**src/rtl/pa_clk_ratio_gen_pkg.sv**
```systemverilog
// pa_clk_pkg: shared FSM encoding and default widths for the clock-ratio generator and its consumers
package pa_clk_pkg;
  localparam int RATIO_W_DEF = 3;
  localparam int RST_SEL_DEF = 0;
  typedef enum logic [1:0] {
    IDLE = 2'd0,
    PEND = 2'd1,
    ACK  = 2'd2,
    DROP = 2'd3
  } state_t;
endpackage

```
**src/rtl/pa_clk_ratio_gen_if.sv**
```systemverilog
// pa_clk_ratio_gen_if: ratio-change handshake and enable strobes of the clock-ratio generator
interface pa_clk_ratio_gen_if #(
  parameter int RATIO_W = pa_clk_pkg::RATIO_W_DEF
);
  logic [RATIO_W-1:0] ratio_sel;
  logic               ratio_req;
  logic               ratio_ack;
  logic [RATIO_W-1:0] ratio_cur;
  logic               clk_en;
  logic               clk_en_pre;
  modport master (output ratio_sel, ratio_req, input ratio_ack, ratio_cur, clk_en, clk_en_pre);
  modport slave  (input ratio_sel, ratio_req, output ratio_ack, ratio_cur, clk_en, clk_en_pre);
endinterface

```
**src/rtl/pa_clk_ratio_gen.sv**
```systemverilog
// pa_clk_ratio_gen: programmable cpuclk enable strobe; ratio changes land only on period boundaries
module pa_clk_ratio_gen
  import pa_clk_pkg::*;
#(
  parameter int RATIO_W = RATIO_W_DEF,
  parameter int RST_SEL = RST_SEL_DEF
) (
  input logic              forever_cpuclk,
  input logic              cpurst,
  pa_clk_ratio_gen_if.slave rif
);
  state_t             state;
  logic [RATIO_W-1:0] cnt;
  logic [RATIO_W-1:0] sel_pend;
  logic [RATIO_W-1:0] ratio_cur;
  logic               clk_en;
  logic               clk_en_pre;
  logic               ratio_ack;
  logic               cnt_zero;
  assign cnt_zero       = cnt == '0;
  assign rif.ratio_cur  = ratio_cur;
  assign rif.clk_en     = clk_en;
  assign rif.clk_en_pre = clk_en_pre;
  assign rif.ratio_ack  = ratio_ack;
  // apply shares the cnt==0 edge with the old period's final strobe, so the reload takes the new N-1
  always_ff @(posedge forever_cpuclk) begin
    if (cpurst) begin
      state      <= IDLE;
      cnt        <= '0;
      sel_pend   <= '0;
      ratio_cur  <= RATIO_W'(RST_SEL);
      clk_en     <= 1'b0;
      clk_en_pre <= 1'b0;
      ratio_ack  <= 1'b0;
    end else begin
      clk_en     <= cnt_zero;
      clk_en_pre <= (ratio_cur != '0) && (cnt == RATIO_W'(1));
      cnt        <= cnt_zero ? ratio_cur : cnt - 1'b1;
      ratio_ack  <= 1'b0;
      case (state)
        IDLE: if (rif.ratio_req) begin
          sel_pend <= rif.ratio_sel;
          state    <= PEND;
        end
        PEND: if (cnt_zero) begin
          ratio_cur <= sel_pend;
          cnt       <= sel_pend;
          ratio_ack <= 1'b1;
          state     <= ACK;
        end
        ACK:  state <= rif.ratio_req ? DROP : IDLE;
        DROP: state <= rif.ratio_req ? DROP : IDLE;
        default: state <= IDLE;
      endcase
    end
  end
endmodule
```
**src/flat_wrapper.sv**
```systemverilog
// flat-port wrapper written by rule: the top's interface ports become plain ports
module pa_clk_ratio_gen_flat import pa_clk_pkg::*;
#(
  parameter int RATIO_W = RATIO_W_DEF,
  parameter int RST_SEL = RST_SEL_DEF
)
  (forever_cpuclk, cpurst, rif_ratio_sel, rif_ratio_req, rif_ratio_ack, rif_ratio_cur, rif_clk_en, rif_clk_en_pre);
  pa_clk_ratio_gen_if #(.RATIO_W(RATIO_W)) rif_i ();
  input logic forever_cpuclk;
  input logic cpurst;
  input wire logic [$bits(rif_i.ratio_sel)-1:0] rif_ratio_sel;
  input wire logic [$bits(rif_i.ratio_req)-1:0] rif_ratio_req;
  output wire logic [$bits(rif_i.ratio_ack)-1:0] rif_ratio_ack;
  output wire logic [$bits(rif_i.ratio_cur)-1:0] rif_ratio_cur;
  output wire logic [$bits(rif_i.clk_en)-1:0] rif_clk_en;
  output wire logic [$bits(rif_i.clk_en_pre)-1:0] rif_clk_en_pre;
  assign rif_i.ratio_sel = rif_ratio_sel;
  assign rif_i.ratio_req = rif_ratio_req;
  assign rif_ratio_ack = rif_i.ratio_ack;
  assign rif_ratio_cur = rif_i.ratio_cur;
  assign rif_clk_en = rif_i.clk_en;
  assign rif_clk_en_pre = rif_i.clk_en_pre;
  pa_clk_ratio_gen #(.RATIO_W(RATIO_W), .RST_SEL(RST_SEL)) u_core (.forever_cpuclk(forever_cpuclk), .cpurst(cpurst), .rif(rif_i));
endmodule
```
**config.mk**
```make
export PLATFORM = sky130hd
export DESIGN_NAME = pa_clk_ratio_gen_flat
export DESIGN_NICKNAME = d
export VERILOG_FILES = /design/src/rtl/pa_clk_ratio_gen_pkg.sv /design/src/rtl/pa_clk_ratio_gen_if.sv /design/src/rtl/pa_clk_ratio_gen.sv /design/src/flat_wrapper.sv
export SDC_FILE = /design/constraint.sdc
export NUM_CORES = 1
export LEC_CHECK = 0
export ABC_AREA = 1
export CAP_MARGIN = 10
export CORE_MARGIN = 2
export CORE_UTILIZATION = 40
export CTS_BUF_LIST = sky130_fd_sc_hd__clkbuf_16
export CTS_CLUSTER_DIAMETER = 40
export DETAILED_ROUTE_END_ITERATION = 6
export SLEW_MARGIN = 20
export SYNTH_ARGS = -nofsm -noshare
export SYNTH_HDL_FRONTEND = slang
export SYNTH_SLANG_ARGS = --single-unit
```
**constraint.sdc**
```tcl
create_clock -name forever_cpuclk -period 1.4 [get_ports forever_cpuclk]
set_input_delay 0.28 -clock forever_cpuclk [delete_from_list [all_inputs] [get_ports forever_cpuclk]]
set_output_delay 0.28 -clock forever_cpuclk [all_outputs]
set_load 0.01 [all_outputs]
```
Word level (Yosys, flattened, before mapping)
Cells that the tools add are included.

storage, ports and cells
  output and inout bits = 6
  bits in registers = 14

cells by class
  reductions and logical operators = 9
  equal/unequal tests = 6
  bitwise gates (word level) = 1
  mux-type cells = 8
  $add $sub $neg = 1

operators by type and width
  kind                                                                    number
  3-bit two-way mux                                                       3
  2-bit two-way mux                                                       3
  2-bit case mux with 3 select lines                                      1
  2-bit AND reduction                                                     3
  2-bit equality test (second input constant)                             2
  2-bit OR reduction                                                      2
  3-bit by 1-bit equality test with 1-bit output (second input constant)  1
  3-bit logical NOT                                                       1
  3-bit nonzero test                                                      1
  3-bit by 1-bit subtractor with 3-bit output (second input constant)     1
  2-bit by 1-bit equality test with 1-bit output (second input constant)  1
  2-bit logical NOT                                                       1
  2-bit by 1-bit != test with 1-bit output (second input constant)        1
  2-bit != test (second input constant)                                   1
  1-bit logical AND                                                       1
  1-bit two-way mux                                                       1
  1-bit inverter                                                          1

Longest topological paths before layout
  depth in word-level cells = 4
  depth in mapped cells = 8
  gate-level depth less buffers = 8

Worst setup path after synthesis
No wires, ideal clock.

  path type = register -> register
  start = register u_core.cnt[0]
  end = register u_core.ratio_cur[0] (netlist: u_core.rif.ratio_cur[0])
  clock period less this slack = 1.098 ns
  required time = 1.342 ns
  arrival time = 1.040 ns
  path slack = 0.302 ns
  setup time = 0.058 ns
  cell stages (with the launch flop) = 9
  cells stage by stage = dfxtp_1 > inv_1 > ha_1 > inv_2 > nor2_4 > nand2_4 > nor2_8 > nand2_2 > nand2_1

between the ends
  word-level cells in the longest chain between the ends = 2

RTL lines
  item                                  RTL line                RTL
  start, declared                       pa_clk_ratio_gen.sv:13  logic [RATIO_W-1:0] cnt;
  start signal, assigned                pa_clk_ratio_gen.sv:38  cnt <= cnt_zero ? ratio_cur : cnt - 1'b1;
  start signal, assigned                pa_clk_ratio_gen.sv:47  cnt <= sel_pend;
  3-bit logical NOT                     pa_clk_ratio_gen.sv:20  assign cnt_zero = cnt == '0;
  2-bit AND reduction (no source line)  -
  end signal, assigned                  pa_clk_ratio_gen.sv:31  ratio_cur <= RATIO_W'(RST_SEL);
  end signal, assigned                  pa_clk_ratio_gen.sv:46  ratio_cur <= sel_pend;
  end, declared                         pa_clk_ratio_gen.sv:15  logic [RATIO_W-1:0] ratio_cur;

Every way passes these cells.
A chain may end at the register's enable or synchronous reset.

Worst setup path after layout
  start = register u_core.clk_en_pre (netlist: u_core.rif.clk_en_pre)
  end = output rif_clk_en_pre

RTL lines
  item                    RTL line                RTL
  start, declared         pa_clk_ratio_gen.sv:17  logic clk_en_pre;
  start signal, assigned  pa_clk_ratio_gen.sv:37  clk_en_pre <= (ratio_cur != '0) && (cnt == RATIO_W'(1));
  end, declared           flat_wrapper.sv:16      output wire logic [$bits(rif_i.clk_en_pre)-1:0] rif_clk_en_pre;

No word-level cell between the ends.

==> results.toml <==
[finish]
antenna_cells = 0
fill_cells = 153
final_layout_size_suffix_gt1_share_pct = 17.9
syn_to_final_growth_pct = 36.1
stdcell_count = 111
finalInstanceArea_sq_um = 831
nNetsFinal = 105

[cts]
root_buffer = "clkbuf_16"
htree_levels = 1
post-cts-setup-buffers = 0
cts_resized = 3
clk-insertion-delay-late_ps = 240
cts.clk_slew.worst_paths_ps = 50
clockBufferDepth = 2
cts_tree = "done"
clock_sinks = 14
cts_buffers = 3
cts-hold-fix-buffers = 0

[setup_path]
cp_max_fo = 1
path_cells = "clkdlybuf4s50_1"
startpoint_type = "flip-flop"
max_stage_delay_ps = 520
critPathKind = "reg -> out"
cp.required_ps = 1120
crit_buf_inv = 1
crit_slowest_cell = "clkdlybuf4s50_1"
critPathArrivalTime_ps = 1070
worst_setup_path_end_kind = "primary output"
critPathTopFamily = "buffers and inverters"

[pwr]
ir_drop_v = 0.00102
pwr-share-seq_pct = 32.0
clkPwrFrac_pct = 30.7
powerDensity_mw_per_mm2 = 2110
sw_frac_of_total_pct = 35.2
switchingPower_uw = 616
comb_power_share_pct = 37.4
p_int_mw = 1.13
p_leak_nw = 0.418

[synth]
syn_nets = 87
synth_cell_types = 15
avgSynthCellArea_sq_um = 7.83
synth.most_common_cell = "nand2_1"
ys_seq_area_share_pct = 45.9
yosys.area.top_type = "dfxtp_1"
synth_top_flop_cell = "dfxtp_1"
yosysWarnings = 0
synthTopCellsByCount = "nand2_1 (18), dfxtp_1 (14), nor2_1 (10), inv_1 (7), nand3_1 (7)"
syn_area_sq_um = 611
synthCells = 78
synth_top_area_share_pct = 45.9
synth-seq-cells = 14
netlist_top_cells_area = "dfxtp_1 (46%), nand2_1 (11%), ha_1 (6.1%), nor2_1 (6.1%), nand3_1 (5.7%)"
async_flop_share_pct = 0
synth_edf_count = 0

[drt]
via_count = 518
wl_mm = 1.13
drt_pre_antenna_iters = 2
drt_iter0_drc = 1
wl_per_cell_um = 10.2
drc = 0
antenna_left = 0
viasPerCell = 4.67

[floorplanning]
die_x_um = 43.1
io_pins = 12
coreArea_sq_mm = 0.00147
die-area_sq_mm = 0.00186
start_util_pct = 41.5
chipHeight_um = 43.1
num_rows = 14

[place]
port_buffers = 11
gp_congestion = 0.753
hpwl_um = 901
dpl_cell_area_sq_um = 756
dp_cells = 107

[timing]
hold_ws_ps = 468
slew_headroom_pct = 86.4
final.period_utilization_pct = 96.1
fin_crit_ps = 1350
setup_viol = 0
clock_skew_ps = 2.69
rsz0062_at_grt = "false"
fmax_mhz = 743
finalHoldViolations = 0
timing.final.max_slew_violations = 0
fin_tns_setup_ps = 0
max_slew.worst_pin.slew_ps = 204

[hold_path]
hp-class = "reg -> reg"

[global_routing]
antenna_found_initial = 0
overflow = 0
grt_max_degree = 9
grt_usage_pct = 15.2
grt_pass1_wl_mm = 1.99
grt_pass1_vias = 495

[flow_run]
drv_cap = 0

[run_status]
status = "finished clean"
[per-stage QoR]
| step | worst slack [ps] | utilization, % | power, mW |
|---|---|---|---|
| global route | 29.0 | 56.5 | 1.90 |
| CTS | 41.4 | 56.5 | 1.78 |
| detailed placement | 84.4 | 51.4 | 1.23 |
| global placement | 113 | 51.4 | 1.23 |
| floorplan | 302 | - | 1.05 |
| finish | 54.5 | 56.5 | 1.75 |
[per-layer routing]
metal | routed length, um | part of all wire (%) | vias up | GRT usage [%]
li1 | - | - | 278 | -
met1 | 514 | 45 | 226 | 15.8
met2 | 537 | 47 | 10 | 24.8
met3 | 43 | 3.8 | 4 | 5.11
met4 | 38 | 3.4 | 0 | 11.5
met5 | 0 | 0 | - | 0
[sequential cells by signal, summed over array words and instances (netlist names)]
| name | count |
|---|---|
| u_core.sel_pend | 3 |
| u_core.rif.clk_en | 1 |
| u_core.rif.clk_en_pre | 1 |
| u_core.rif.ratio_cur | 3 |
| u_core.state | 2 |
| u_core.rif.ratio_ack | 1 |
| u_core.cnt | 3 |
[cell families (layout without fill, tap and decap cells)]
group | Yosys count | after routing | synth area share (%)
DFF | 14 | 14 | 45.9
and+or+nand+nor | 45 | 45 | 36.9
buffers and inverters | 10 | 27 | 6.15
adders and majority gates | 3 | 3 | 6.15
AOI/OAI and AO/OA | 6 | 6 | 4.92
[final timing paths]
path	slack (ps)	cells after the start	to	start
max reg2reg	160	8	u_core.cnt[1]	u_core.cnt[0]
min reg2reg	470	2	u_core.cnt[2]	u_core.sel_pend[2]
min	470	2	u_core.cnt[2]	u_core.sel_pend[2]
max	50	1	rif_clk_en_pre	u_core.rif.clk_en_pre
[cell type report]
cell class | instances | area, sq um | share of cell area (%)
multi-input cells | 54 | 293 | 35.2
flip-flops and latches | 14 | 280 | 33.7
repair buffers | 13 | 121 | 14.6
clock buffers | 3 | 75.1 | 9.04
inverters | 10 | 37.5 | 4.52
well taps | 16 | 20.0 | 2.41
clock inverters | 1 | 3.75 | 0.452
[placed cells by master, fill, tap and decap left out, drive strengths merged, types with 3 or more instances in the layout]
master,instances
clkbuf,3
nor2,14
dfxtp,14
o21ai,4
clkdlybuf4s50,8
ha,3
dlygate4sd2,3
nand2,23
nand3,7
inv,10
[power groups by stage]
stage / Clock, mW / Sequential (mW) / Combinational [mW]
after floorplan: 0 / 0.570 / 0.483
after global placement: 0 / 0.567 / 0.662
after detailed placement: 0 / 0.566 / 0.665
after CTS: 0.549 / 0.560 / 0.667
after global routing: 0.563 / 0.571 / 0.763
final: 0.536 / 0.559 / 0.654
Power figures use the tool's default switching activity.
